**src/rtl/window_variance.sv**
```systemverilog
// Window variance: folds four integral-image corners per stream into a window
// sum and sum-of-squares, then emits N*sum_sq - sum^2 for cascade normalisation.
module window_variance #(
  parameter int II_W          = 18,
  parameter int SII_W         = 26,
  parameter int FEATURE_WIDTH = 24,
  parameter int VAR_W         = 36
) (
  input  logic               clk,
  input  logic               rst,
  input  logic               ii_valid,
  output logic               ii_ready,
  input  logic [II_W-1:0]    ii_data,
  input  logic [1:0]         ii_eot,
  input  logic               sii_valid,
  output logic               sii_ready,
  input  logic [SII_W-1:0]   sii_data,
  input  logic [1:0]         sii_eot,
  output logic               dout_valid,
  input  logic               dout_ready,
  output logic [II_W-1:0]    dout_sum,
  output logic [VAR_W-1:0]   dout_var,
  output logic               dout_eot,
  output logic               err
);

  localparam int N = FEATURE_WIDTH * FEATURE_WIDTH;

  typedef enum logic [1:0] {ACCUM, MULT, SUB, OUT} state_t;

  state_t               state, state_next;
  logic [1:0]           idx;
  logic [II_W-1:0]      sum_acc;
  logic [SII_W-1:0]     sq_acc;
  logic                 frame_flag;
  logic [2*II_W-1:0]    sum_ext;
  logic [2*II_W-1:0]    sum_sq;
  logic [VAR_W-1:0]     n_sq;
  logic                 xfer;
  logic                 frame_err;
  logic                 window_done;

  assign xfer        = (state == ACCUM) & ii_valid & sii_valid;
  assign ii_ready    = rst & xfer;
  assign sii_ready   = rst & xfer;
  assign frame_err   = xfer & ((ii_eot != sii_eot) | (ii_eot[0] != (idx == 2'd3)));
  assign window_done = xfer & ~frame_err & (idx == 2'd3);
  assign sum_ext     = {{II_W{1'b0}}, sum_acc};

  always_ff @(posedge clk or negedge rst) begin
    if (!rst) state <= ACCUM;
    else      state <= state_next;
  end

  always_comb begin
    state_next = state;
    case (state)
      ACCUM:   if (window_done) state_next = MULT;
      MULT:    state_next = SUB;
      SUB:     state_next = OUT;
      OUT:     if (dout_ready) state_next = ACCUM;
      default: state_next = ACCUM;
    endcase
  end

  // Corner A loads, B and C subtract, D adds; wraparound cancels for valid windows.
  always_ff @(posedge clk or negedge rst) begin
    if (!rst) begin
      idx        <= 2'd0;
      sum_acc    <= '0;
      sq_acc     <= '0;
      frame_flag <= 1'b0;
      err        <= 1'b0;
    end else if (frame_err) begin
      err     <= 1'b1;
      idx     <= 2'd0;
      sum_acc <= '0;
      sq_acc  <= '0;
    end else if (xfer) begin
      case (idx)
        2'd0: begin
          sum_acc <= ii_data;
          sq_acc  <= sii_data;
        end
        2'd1, 2'd2: begin
          sum_acc <= sum_acc - ii_data;
          sq_acc  <= sq_acc - sii_data;
        end
        default: begin
          sum_acc    <= sum_acc + ii_data;
          sq_acc     <= sq_acc + sii_data;
          frame_flag <= ii_eot[1];
        end
      endcase
      idx <= idx + 2'd1;
    end
  end

  always_ff @(posedge clk or negedge rst) begin
    if (!rst) begin
      sum_sq     <= '0;
      n_sq       <= '0;
      dout_valid <= 1'b0;
      dout_sum   <= '0;
      dout_var   <= '0;
      dout_eot   <= 1'b0;
    end else begin
      if (state == MULT) begin
        sum_sq <= sum_ext * sum_ext;
        n_sq   <= VAR_W'(sq_acc) * VAR_W'(N);
      end
      if (state == SUB) begin
        dout_var   <= n_sq - VAR_W'(sum_sq);
        dout_sum   <= sum_acc;
        dout_eot   <= frame_flag;
        dout_valid <= 1'b1;
      end
      if (state == OUT && dout_ready) dout_valid <= 1'b0;
    end
  end

endmodule

```
**config.mk**
```make
export PLATFORM = sky130hd
export DESIGN_NAME = window_variance
export DESIGN_NICKNAME = d
export VERILOG_FILES = /design/src/rtl/window_variance.sv
export SDC_FILE = /design/constraint.sdc
export NUM_CORES = 1
export LEC_CHECK = 0
export BUFFER_PORTS_ARGS = -buffer_cell sky130_fd_sc_hd__buf_2
export CAP_MARGIN = 10
export CORE_ASPECT_RATIO = 0.75
export CORE_UTILIZATION = 55
export DETAILED_ROUTE_END_ITERATION = 7
export PLACE_DENSITY = 0.73
export SYNTH_ARGS = -nofsm -noshare
export SYNTH_HDL_FRONTEND = slang
export SYNTH_SLANG_ARGS = --single-unit
```
**constraint.sdc**
```tcl
create_clock -name clk -period 6.8 [get_ports clk]
set_input_delay 1.36 -clock clk [delete_from_list [all_inputs] [get_ports clk]]
set_output_delay 1.36 -clock clk [all_outputs]
set_load 0.02 [all_outputs]
```
==> results.md, run 1 <==
- Final Hold Viols: 0
- P_sw: 4.237 mW
- Avg WL per Cell: 18.33 µm
- Final worst path period need: around 6.5 ns
- Synth Instances: 2370
- Vias/cell: ~5.7
- Drt drc: 0
- Worst skew pair latency: 0.45 ns
- Initial core utilization: 55.96%
- TritonCTS Buffers: 17
- Synth top area cells: fa_1, dfrtp_1, ha_1
- Critical path class: reg -> reg
- Clock transition at the registers of the reported paths: 0.07 ns
- Ys flop type: dfrtp_1
- Uppermost layer routed: met4
- DRT Wirelength: 54710 µm
- Post-layout total power: 8.521 mW
- RSZ-0062 raised after global routing: false
- Router iterations before antenna repair: 6
- GRT overflow: 0
- Yosys reg bits: 170
- Worst-case clock buffer depth: 2
- Worst-Margin Slew: 1.103 ns
- Fmax: 153.5 MHz
- CTS Sinks: 170
- Vias: 17090
- Clock Power Share: 11.2%
- Distinct cells, synth: 79
- Pleak: 12.43 nW
- Setup violations, final: 0
- Global-route wire length before repair: 89730 µm
- Routed Antenna Nets: 0
- Avg Cell Area, Syn: roughly 9 µm²
- Final period util: about 96%
- Core box area: 0.03832 mm²
- Normalized max-slew margin: 26.24%
- Die Area: 0.03979 mm²
- Vias in the first global route: approximately 17000
- Ys async rst share: 100.0%
- Die H: 173.0 µm
- Reg power frac: 20.6%
- Setup crit start kind: flip-flop
- Fin nets: 2978
- Setup bufs post-CTS: 0
- Total track usage: 28.40%
- Crit end category: flip-flop
- HPWL after DPL: 44420 µm
- IO Count: 112
- Antenna cells: 0
- Max Cap Violations: 0
- Slew Limit Fails: 0
- Top cell type by total area after synthesis: fa_1
- WL met3: 3639 µm
- Mapped Area: 0.02145 mm²
- Met2 WL: 24330 µm
- Met1 Wirelength: ~26000 µm
- Final hold slack: 0.4796 ns
- Share of the synthesized area in the top cell type: just over 20%
- CP Data Required Time: 7.16 ns
- Number of flops mapped to enable cells by yosys: 0
- Worst IR Drop VDD: ~0.21 mV
- Layout cells sized above 1: 11.61%
- Maximum number of pins on one net before global-route repair: 94
- Worst EP arrival: 6.88 ns
- Die width: between 200 and 250 µm
- Max FO, Critical Path: 15
- H-tree depth: 4
- Synth warn: 0
- Most frequent cells in the layout: inv_1, ha_1, fa_1, nand2_1, dfrtp_1
- Initial DRC count: 1316
- Clock skew: ~0.0099 ns
- Synthesized Nets: 2887
- # resized after CTS: 0
- Most common cell after layout, fill and taps aside: inv_1
- Non-filler cells in the finished layout: 2985
- Fin Setup TNS: 0 ns
- CTS root buf: clkbuf_16
- Post-synthesis sequential area ratio: 19.84%
- PortBufs: 111
- Initial antenna violation count: 0
- Synthesis-to-finish area growth: 8.331%
- Internal: 4.284 mW
- Combinational power share: approximately two thirds
- Rows: 62
- CTS Hold Bufs: 0
- Placer congestion estimate: approximately 0.94
- Pwr per Cell Area: 366.8 mW/mm²
- Switch share: 49.73%
- TritonCTS clock tree: done
- Worst hold path class: reg -> reg
- Status: finished clean
- Placed cell count: 2954
sequential cells by signal, indices dropped and copies added, names as in the netlist, 2 cells and up:
register,flops
state,2
dout_var,35
idx,2
sq_acc,26
sum_acc,18
dout_sum,18
n_sq,30
sum_sq,35
power groups by stage:
| stage | registers (mW) | clock network (mW) | logic [mW] |
|---|---|---|---|
| finish | 1.76 | 0.953 | 5.81 |
| floorplan | 1.79 | 0 | 4.15 |
| detailed placement | 1.77 | 0 | 5.73 |
| global route | 1.80 | 1.00 | 6.43 |
| global placement | 1.75 | 0 | 5.58 |
| CTS | 1.75 | 0.966 | 5.77 |
final timing paths:
kind,from,end,slack [ns],depth (start not counted)
setup / recovery,sum_acc[7],sum_sq[29],0.29,21
hold / removal,err,err,0.48,1
setup reg to reg,sum_acc[7],sum_sq[29],0.29,21
hold reg to reg,err,err,0.48,1
max in group asynchronous,rst,sum_sq[33],3.98,3
min in group asynchronous,rst,dout_sum[12],0.90,1
critical path, cell delays in order (launching register included):
cell and delay [ns]:
dfrtp_1 0.71, and2_1 0.29, fa_1 0.44, fa_1 0.52, inv_1 0.06, fa_1 0.53, inv_1 0.05, fa_1 0.46
fa_1 0.49, inv_1 0.05, fa_1 0.47, inv_1 0.04, ha_1 0.35, a21oi_1 0.21, o21ai_0 0.15, a21o_1 0.22
a31oi_2 0.26, o21ai_1 0.22, a31o_2 0.32, a21oi_1 0.17, mux2_1 0.33, o211ai_1 0.09
stage by stage:
| step | worst slack (ns) | utilization [%] | area (µm²) |
|---|---|---|---|
| after global placement | 0.4090 | 59.11 | 22650 |
| after floorplan | 0.6729 | - | 21450 |
| final | 0.2861 | 60.62 | 23230 |
| after detailed placement | 0.2341 | 59.11 | 22650 |
| after global routing | 0.03618 | 60.62 | 23230 |
| after CTS | 0.1905 | 60.56 | 23210 |
kinds of logic (layout without fill, tap and decap cells):
| logic type | Yosys count | in the layout | share of synthesized area [%] |
|---|---|---|---|
| buffers and inverters | 460 | 563 | 8.092 |
| AOI/OAI and AO/OA | 473 | 473 | 13.89 |
| xor gates and xnor gates | 163 | 163 | 6.744 |
| muxes | 85 | 85 | 4.422 |
| DFF | 170 | 170 | 19.84 |
| adders and majority gates | 464 | 464 | 34.84 |
| and+or+nand+nor | 555 | 555 | 12.18 |
metal layers:
metal,GRT usage [%],vias to the layer above
li1,-,8030
met1,41.51,8398
met2,43.57,583
met3,5.294,74
met4,6.760,0
met5,0,-
synthesized netlist by cell type (20+ instances only):
cell type  number
xnor2_1       113
clkbuf_1       69
nor2b_1        22
a31oi_1        20
xor2_1         49
nor3_1         34
ha_1          242
nand3_1        24
o21ai_0        91
fa_1          222
a21o_1         54
o21ai_1        36
a21oi_1       131
nand2_1       214
mux2_2         77
and2_1         55
dfrtp_1       170
nor2_1        122
inv_1         382
area by class of cell:
class / instances / area, µm²
Multi-Input combinational cell: 1740 / 15490
Fill cell: 3290 / 15090
Sequential cell: 170 / 4257
Inverter: 383 / 1438
Timing Repair Buffer: 149 / 847.1
Tap cell: 512 / 640.6
Clock buffer: 21 / 470.5
Clock inverter: 10 / 86.33
No activity file was read; power rests on OpenSTA's default activity.
==> inputs of run 2 (changes only) <==
BUFFER_PORTS_ARGS = not set   (was -buffer_cell sky130_fd_sc_hd__buf_2)
DONT_BUFFER_PORTS = 1   (was not set)
PLACE_DENSITY = 0.7   (was 0.73)
==> run 2 against run 1 <==
Net effect:
- clock skew is 0.0052 ns higher
- fmax grew 0.67%
- largest cell class unchanged
- routed wire length decreased by 0.55%
- worst setup slack improved by 0.043 ns
- register-to-register slack improved by 0.04 ns
==> results.md, run 2 (synthesis gave the netlist of run 1 again) <==
- Die Area: 0.03979 mm² (unchanged)
- Routed Antenna Nets: 0 (unchanged)
- Switch share: 50.01% (was 49.73%)
- Synthesis-to-finish area growth: 6.027% (was 8.331%)
- Die H: 173.0 µm (unchanged)
- Crit end category: flip-flop (unchanged)
- Vias: 16690 (was 17090)
- DRT Wirelength: 54410 µm (was 54710 µm)
- Top Registers: dout_var: 35 flops, sum_sq: 35 flops, n_sq: 30 flops (unchanged)
- RSZ-0062 raised after global routing: false (unchanged)
- CTS root buf: clkbuf_16 (unchanged)
- Drt drc: 0 (unchanged)
- Layout cells sized above 1: 7.783% (was 11.61%)
- Initial DRC count: 1381 (was 1316)
- H-tree depth: 4 (unchanged)
- Antenna cells: 0 (unchanged)
- Post-layout total power: 8.419 mW (was 8.521 mW)
- HPWL after DPL: 43830 µm (was 44420 µm)
- Global-route wire length before repair: 88380 µm (was 89730 µm)
- Status: finished clean (unchanged)
- Initial antenna violation count: 0 (unchanged)
- Setup violations, final: 0 (unchanged)
- Maximum number of pins on one net before global-route repair: 172 (was 94)
- Most common cell after layout, fill and taps aside: inv_1 (unchanged)
- Clock transition at the registers of the reported paths: 0.08 ns (was 0.07 ns)
- Critical path class: reg -> reg (unchanged)
- Most frequent cells in the layout: inv_1, ha_1, fa_1, nand2_1, dfrtp_1 (unchanged)
- Worst IR Drop VDD: 0.2077 mV (was 0.2098 mV)
- Slew Limit Fails: 0 (unchanged)
- Initial core utilization: 55.96% (unchanged)
- Fin Setup TNS: 0 ns (unchanged)
- Core box area: 0.03832 mm² (unchanged)
- Worst hold path class: reg -> reg (unchanged)
- Clock Power Share: 12.2% (was 11.2%)
- Internal: 4.209 mW (was 4.284 mW)
- Combinational power share: 64.2% (was 68.2%)
- Vias/cell: 5.804 (was 5.724)
- CTS Sinks: 170 (unchanged)
- Clock skew: 0.01509 ns (was 0.009922 ns)
- Worst-Margin Slew: 1.016 ns (was 1.103 ns)
- Placer congestion estimate: 0.9344 (was 0.9372)
- Final Hold Viols: 0 (unchanged)
- Die width: 230.0 µm (unchanged)
- Final worst path period need: 6.471 ns (was 6.514 ns)
- Worst EP arrival: 6.85 ns (was 6.88 ns)
- Max FO, Critical Path: 9 (was 15)
- P_sw: 4.211 mW (was 4.237 mW)
- PortBufs: 0 (was 111)
- Final period util: 95.16% (was 95.79%)
- Max Cap Violations: 0 (unchanged)
- Fmax: 154.5 MHz (was 153.5 MHz)
- IO Count: 112 (unchanged)
- Pleak: 12.00 nW (was 12.43 nW)
- TritonCTS clock tree: done (unchanged)
- Setup crit start kind: flip-flop (unchanged)
- Total track usage: 28.17% (was 28.40%)
- Reg power frac: 23.6% (was 20.6%)
- Fin nets: 2868 (was 2978)
- TritonCTS Buffers: 17 (unchanged)
- CTS Hold Bufs: 0 (unchanged)
- Worst skew pair latency: 0.47 ns (was 0.45 ns)
- Pwr per Cell Area: 370.3 mW/mm² (was 366.8 mW/mm²)
- Router iterations before antenna repair: 5 (was 6)
- Normalized max-slew margin: 31.41% (was 26.24%)
- CP Data Required Time: 7.18 ns (was 7.16 ns)
- Vias in the first global route: 16670 (was 17360)
- Avg WL per Cell: 18.92 µm (was 18.33 µm)
- Worst-case clock buffer depth: 2 (unchanged)
- GRT overflow: 0 (unchanged)
- Rows: 62 (unchanged)
## run 2: changes by cell type in the layout (fill, tap and decap cells not counted), moves of 2 or more
cell | before | now
buf_2 | 110 | 0
dfrtp_2 | 2 | 4
clkinv_4 | 4 | 2
inv_6 | 2 | 5
dfrtp_1 | 168 | 166
inv_8 | 1 | 3
clkinvlp_4 | 3 | 1
## run 2: area by class of cell
class / count / area [µm²]
Inverter: 383 / 1438
Multi-Input combinational cell: 1740 / 15510
Tap cell: 512 / 640.6
Clock buffer: 19 / 452.9
Sequential cell: 170 / 4259
Clock inverter: 13 / 148.9
Timing Repair Buffer: 39 / 292.8
Fill cell: 3381 / 15580
## run 2: metrics by stage
stage / area [µm²] / util, % / setup slack, ns / std cells / hold slack, ns
after floorplan: 21450 / - / 0.6729 / 2370 / 0.4485
after global routing: 22740 / 59.33 / 0.003512 / 2876 / 0.5242
after global placement: 22100 / 57.68 / 0.3135 / 2844 / 0.4657
after detailed placement: 22100 / 57.68 / 0.1514 / 2844 / 0.4709
after CTS: 22710 / 59.25 / 0.1226 / 2876 / 0.4886
final: 22740 / 59.33 / 0.3294 / 2876 / 0.4869
## run 2: path summary, 6_finish.rpt
check	start	end	slack [ns]	cells past startpoint
worst max-delay path	sum_acc[5]	sum_sq[29]	0.33	23
worst min-delay path	sum_sq[26]	sum_sq[26]	0.49	2
worst max register to register	sum_acc[5]	sum_sq[29]	0.33	23
worst min register to register	sum_sq[26]	sum_sq[26]	0.49	2
max in group asynchronous	rst	dout_var[13]	5.88	0
min in group asynchronous	rst	sum_acc[14]	0.57	0
## run 2: worst max-delay path: stages, from the launching register on
cell and delay (ns):
dfrtp_2 0.49, buf_4 0.21, nand2_1 0.11, inv_1 0.07
fa_1 0.53, inv_1 0.05, fa_1 0.46, fa_1 0.55
inv_1 0.06, fa_1 0.50, fa_1 0.53, inv_1 0.06
fa_1 0.47, inv_1 0.04, ha_1 0.35, a21oi_1 0.20
o21ai_0 0.14, a21o_1 0.20, a31oi_2 0.24, o21ai_1 0.21
a31o_2 0.31, a21oi_1 0.18, mux2_1 0.34, o211ai_1 0.09
## run 2: repair_timing
action,4_1_cts,5_1_grt
setup buffers,0,0
endpoints found under the setup margin,0,8
resized for setup,0,9
## run 2: metal layers
layer	vias to the layer above	GRT usage (%)	routed length, µm
met3	60	6.234	4505
li1	7823	-	-
met2	593	42.21	23760
met4	0	7.699	1082
met5	-	0	0
met1	8217	41.01	25060
## run 2: power by group through the flow
stage | registers, mW | logic (mW) | clock network [mW]
after floorplan | 1.79 | 4.15 | 0
after global placement | 1.98 | 5.19 | 0
after detailed placement | 2.00 | 5.32 | 0
after CTS | 1.98 | 5.37 | 1.05
after global routing | 2.03 | 5.99 | 1.08
final | 1.98 | 5.41 | 1.03
==> inputs of run 3 (changes only) <==
CORE_UTILIZATION = 35   (was 55)
PLACE_DENSITY = not set   (was 0.7)
==> run 3 against run 2 <==
Net effect:
- critical endpoint unchanged
- non-clock buffer count rose by 5
- the run now ends with DRC left
- largest cell class unchanged
- cell count increased by 10%
- die area increased by 56%
- fmax shrank 0.15%
- core utilization shrank 21 points
- worst setup slack lost 0.0094 ns
- sequential share of layout area fell by 0.34 points
==> results.md, run 3 (synthesis gave the netlist of run 1 again) <==
- Status: finished with violations (was finished clean)
- Violated checks: DRC
- Most frequent cells in the layout: inv_1, ha_1, fa_1, nand2_1, dfrtp_1 (unchanged)
- H-tree depth: 4 (unchanged)
- Normalized max-slew margin: 30.83% (was 31.41%)
- Antenna cells: 0 (unchanged)
- Pwr per Cell Area: 369.2 mW/mm² (was 370.3 mW/mm²)
- RSZ-0062 raised after global routing: false (unchanged)
- Hold path start: sum_sq[13] (was sum_sq[26])
- Crit. Startpoint: sum_acc[7] (was sum_acc[5])
- Top Registers: dout_var: 35 flops, sum_sq: 35 flops, n_sq: 30 flops (unchanged)
- CTS Hold Bufs: 0 (unchanged)
- Routed Antenna Nets: 0 (unchanged)
- Worst EP arrival: 6.86 ns (was 6.85 ns)
- Clock transition at the registers of the reported paths: 0.07 ns (was 0.08 ns)
- GRT overflow: 0 (unchanged)
- HPWL after DPL: 46940 µm (was 43830 µm)
- Vias/cell: 5.217 (was 5.804)
- Final Hold Viols: 0 (unchanged)
- Max FO, Critical Path: 14 (was 9)
- Worst-Margin Slew: 1.024 ns (was 1.016 ns)
- Total track usage: 18.96% (was 28.17%)
- CTS root buf: clkbuf_16 (unchanged)
- Core box area: 0.06051 mm² (was 0.03832 mm²)
- Vias in the first global route: 16720 (was 16670)
- Maximum number of pins on one net before global-route repair: 172 (unchanged)
- DRT Wirelength: 57390 µm (was 54410 µm)
- Setup violations, final: 0 (unchanged)
- FF-to-FF Start: sum_acc[7] (was sum_acc[5])
- CP Data Required Time: 7.18 ns (about the same)
- Worst skew pair latency: 0.46 ns (was 0.47 ns)
- Die width: 287.8 µm (was 230.0 µm)
- Die Area: 0.06228 mm² (was 0.03979 mm²)
- Initial antenna violation count: 1 (was 0)
- Worst IR Drop VDD: 0.2070 mV (was 0.2077 mV)
- Placer congestion estimate: 0.9240 (was 0.9344)
- # fillers: 6125 (was 3381)
- PortBufs: 0 (unchanged)
- Most common cell after layout, fill and taps aside: inv_1 (unchanged)
- Initial DRC count: 1055 (was 1381)
- TritonCTS Buffers: 17 (unchanged)
- Fin Setup TNS: 0 ns (unchanged)
- Worst slack at placement: 0.1856 ns (was 0.1514 ns)
- Rows: 78 (was 62)
- Setup slack after layout: 0.3200 ns (was 0.3294 ns)
- Final period util: 95.29% (was 95.16%)
- Slew Limit Fails: 0 (unchanged)
- Synthesis-to-finish area growth: 7.870% (was 6.027%)
- Critical path class: reg -> reg (unchanged)
- Setup crit start kind: flip-flop (unchanged)
- Worst hold path class: reg -> reg (unchanged)
- Worst-case clock buffer depth: 2 (unchanged)
- Global-route wire length before repair: 92540 µm (was 88380 µm)
- Router iterations before antenna repair: 8 (was 5)
- Final worst path period need: 6.480 ns (was 6.471 ns)
- TritonCTS clock tree: done (unchanged)
- Pleak: 12.03 nW (was 12.00 nW)
- Fmax: 154.3 MHz (was 154.5 MHz)
- CTS Sinks: 170 (unchanged)
- Drt drc: 14 (was 0)
- Clock skew: 0.01185 ns (was 0.01509 ns)
- Crit end category: flip-flop (unchanged)
- Avg WL per Cell: 18.12 µm (was 18.92 µm)
- Die H: 216.4 µm (was 173.0 µm)
- Initial core utilization: 35.44% (was 55.96%)
- Vias: 16530 (was 16690)
- Fin util: 38.23% (was 59.33%)
- Layout cells sized above 1: 7.601% (was 7.783%)
- Fin nets: 2873 (was 2868)
- Max Cap Violations: 0 (unchanged)
- IO Count: 112 (unchanged)
## run 3: through the flow
step,instance area [µm²],hold WS (ns),cells,power (mW)
final,23130,0.4924,3168,8.540
after CTS,23120,0.5009,3168,8.576
after global placement,22510,0.4667,3137,7.361
after detailed placement,22510,0.4857,3137,7.462
after floorplan,21450,0.4485,2370,5.938
after global routing,23130,0.5046,3168,9.296
## run 3: per-layer routing
metal / track usage (%) / routed length [µm] / vias to the layer above
met2: 28.48 / 24770 / 412
met1: 27.80 / 27950 / 8261
li1: - / - / 7812
met3: 4.463 / 4102 / 42
met4: 3.228 / 570 / 0
met5: 0 / 0 / -
## run 3: what timing repair did
| action | 4_1_cts | 5_1_grt |
|---|---|---|
| hold endpoints to repair | 0 | 0 |
| gates resized for setup | 0 | 3 |
| buffers inserted | 0 | 0 |
| setup endpoints to repair | 0 | 5 |
## run 3: critical path, stage by stage (launching register included)
cell and delay (ns):
dfrtp_1 0.71, buf_4 0.29, nand2_1 0.09, fa_1 0.56
inv_1 0.07, fa_1 0.56, fa_1 0.43, fa_1 0.50
fa_1 0.50, inv_1 0.05, fa_1 0.47, inv_1 0.04
ha_1 0.32, a21oi_1 0.18, o21ai_0 0.11, a21o_1 0.17
a31oi_2 0.25, o21ai_1 0.22, a31o_2 0.31, a21oi_1 0.15
mux2_1 0.33, o211ai_1 0.09
## run 3: cell type report
| cell class | instances | area [µm²] | share of cell area [%] |
|---|---|---|---|
| clock buffers | 22 | 474.2 | 2.050 |
| clock inverters | 9 | 136.4 | 0.5895 |
| inverters | 383 | 1438 | 6.215 |
| multi-input cells | 1740 | 15500 | 67.00 |
| flip-flops and latches | 170 | 4255 | 18.39 |
| well taps | 800 | 1001 | 4.327 |
| repair buffers | 44 | 330.3 | 1.428 |
## run 3: final timing paths
kind                                endpoint  slack (ns)  depth (start not counted)
worst max-delay path              sum_sq[29]        0.32                         21
worst min-delay path              sum_sq[13]        0.49                          1
worst max register to register    sum_sq[29]        0.32                         21
worst min register to register    sum_sq[13]        0.49                          1
max in group asynchronous        dout_var[2]        5.77                          0
min in group asynchronous       dout_sum[15]        0.58                          0
## run 3: report_power, final
group	total, mW	switching, mW	internal [mW]	leakage, nW
Sequential	2.02	0.630	1.39	2.23
Clock	1.06	0.456	0.608	0.293
Combinational	5.45	3.17	2.29	9.51
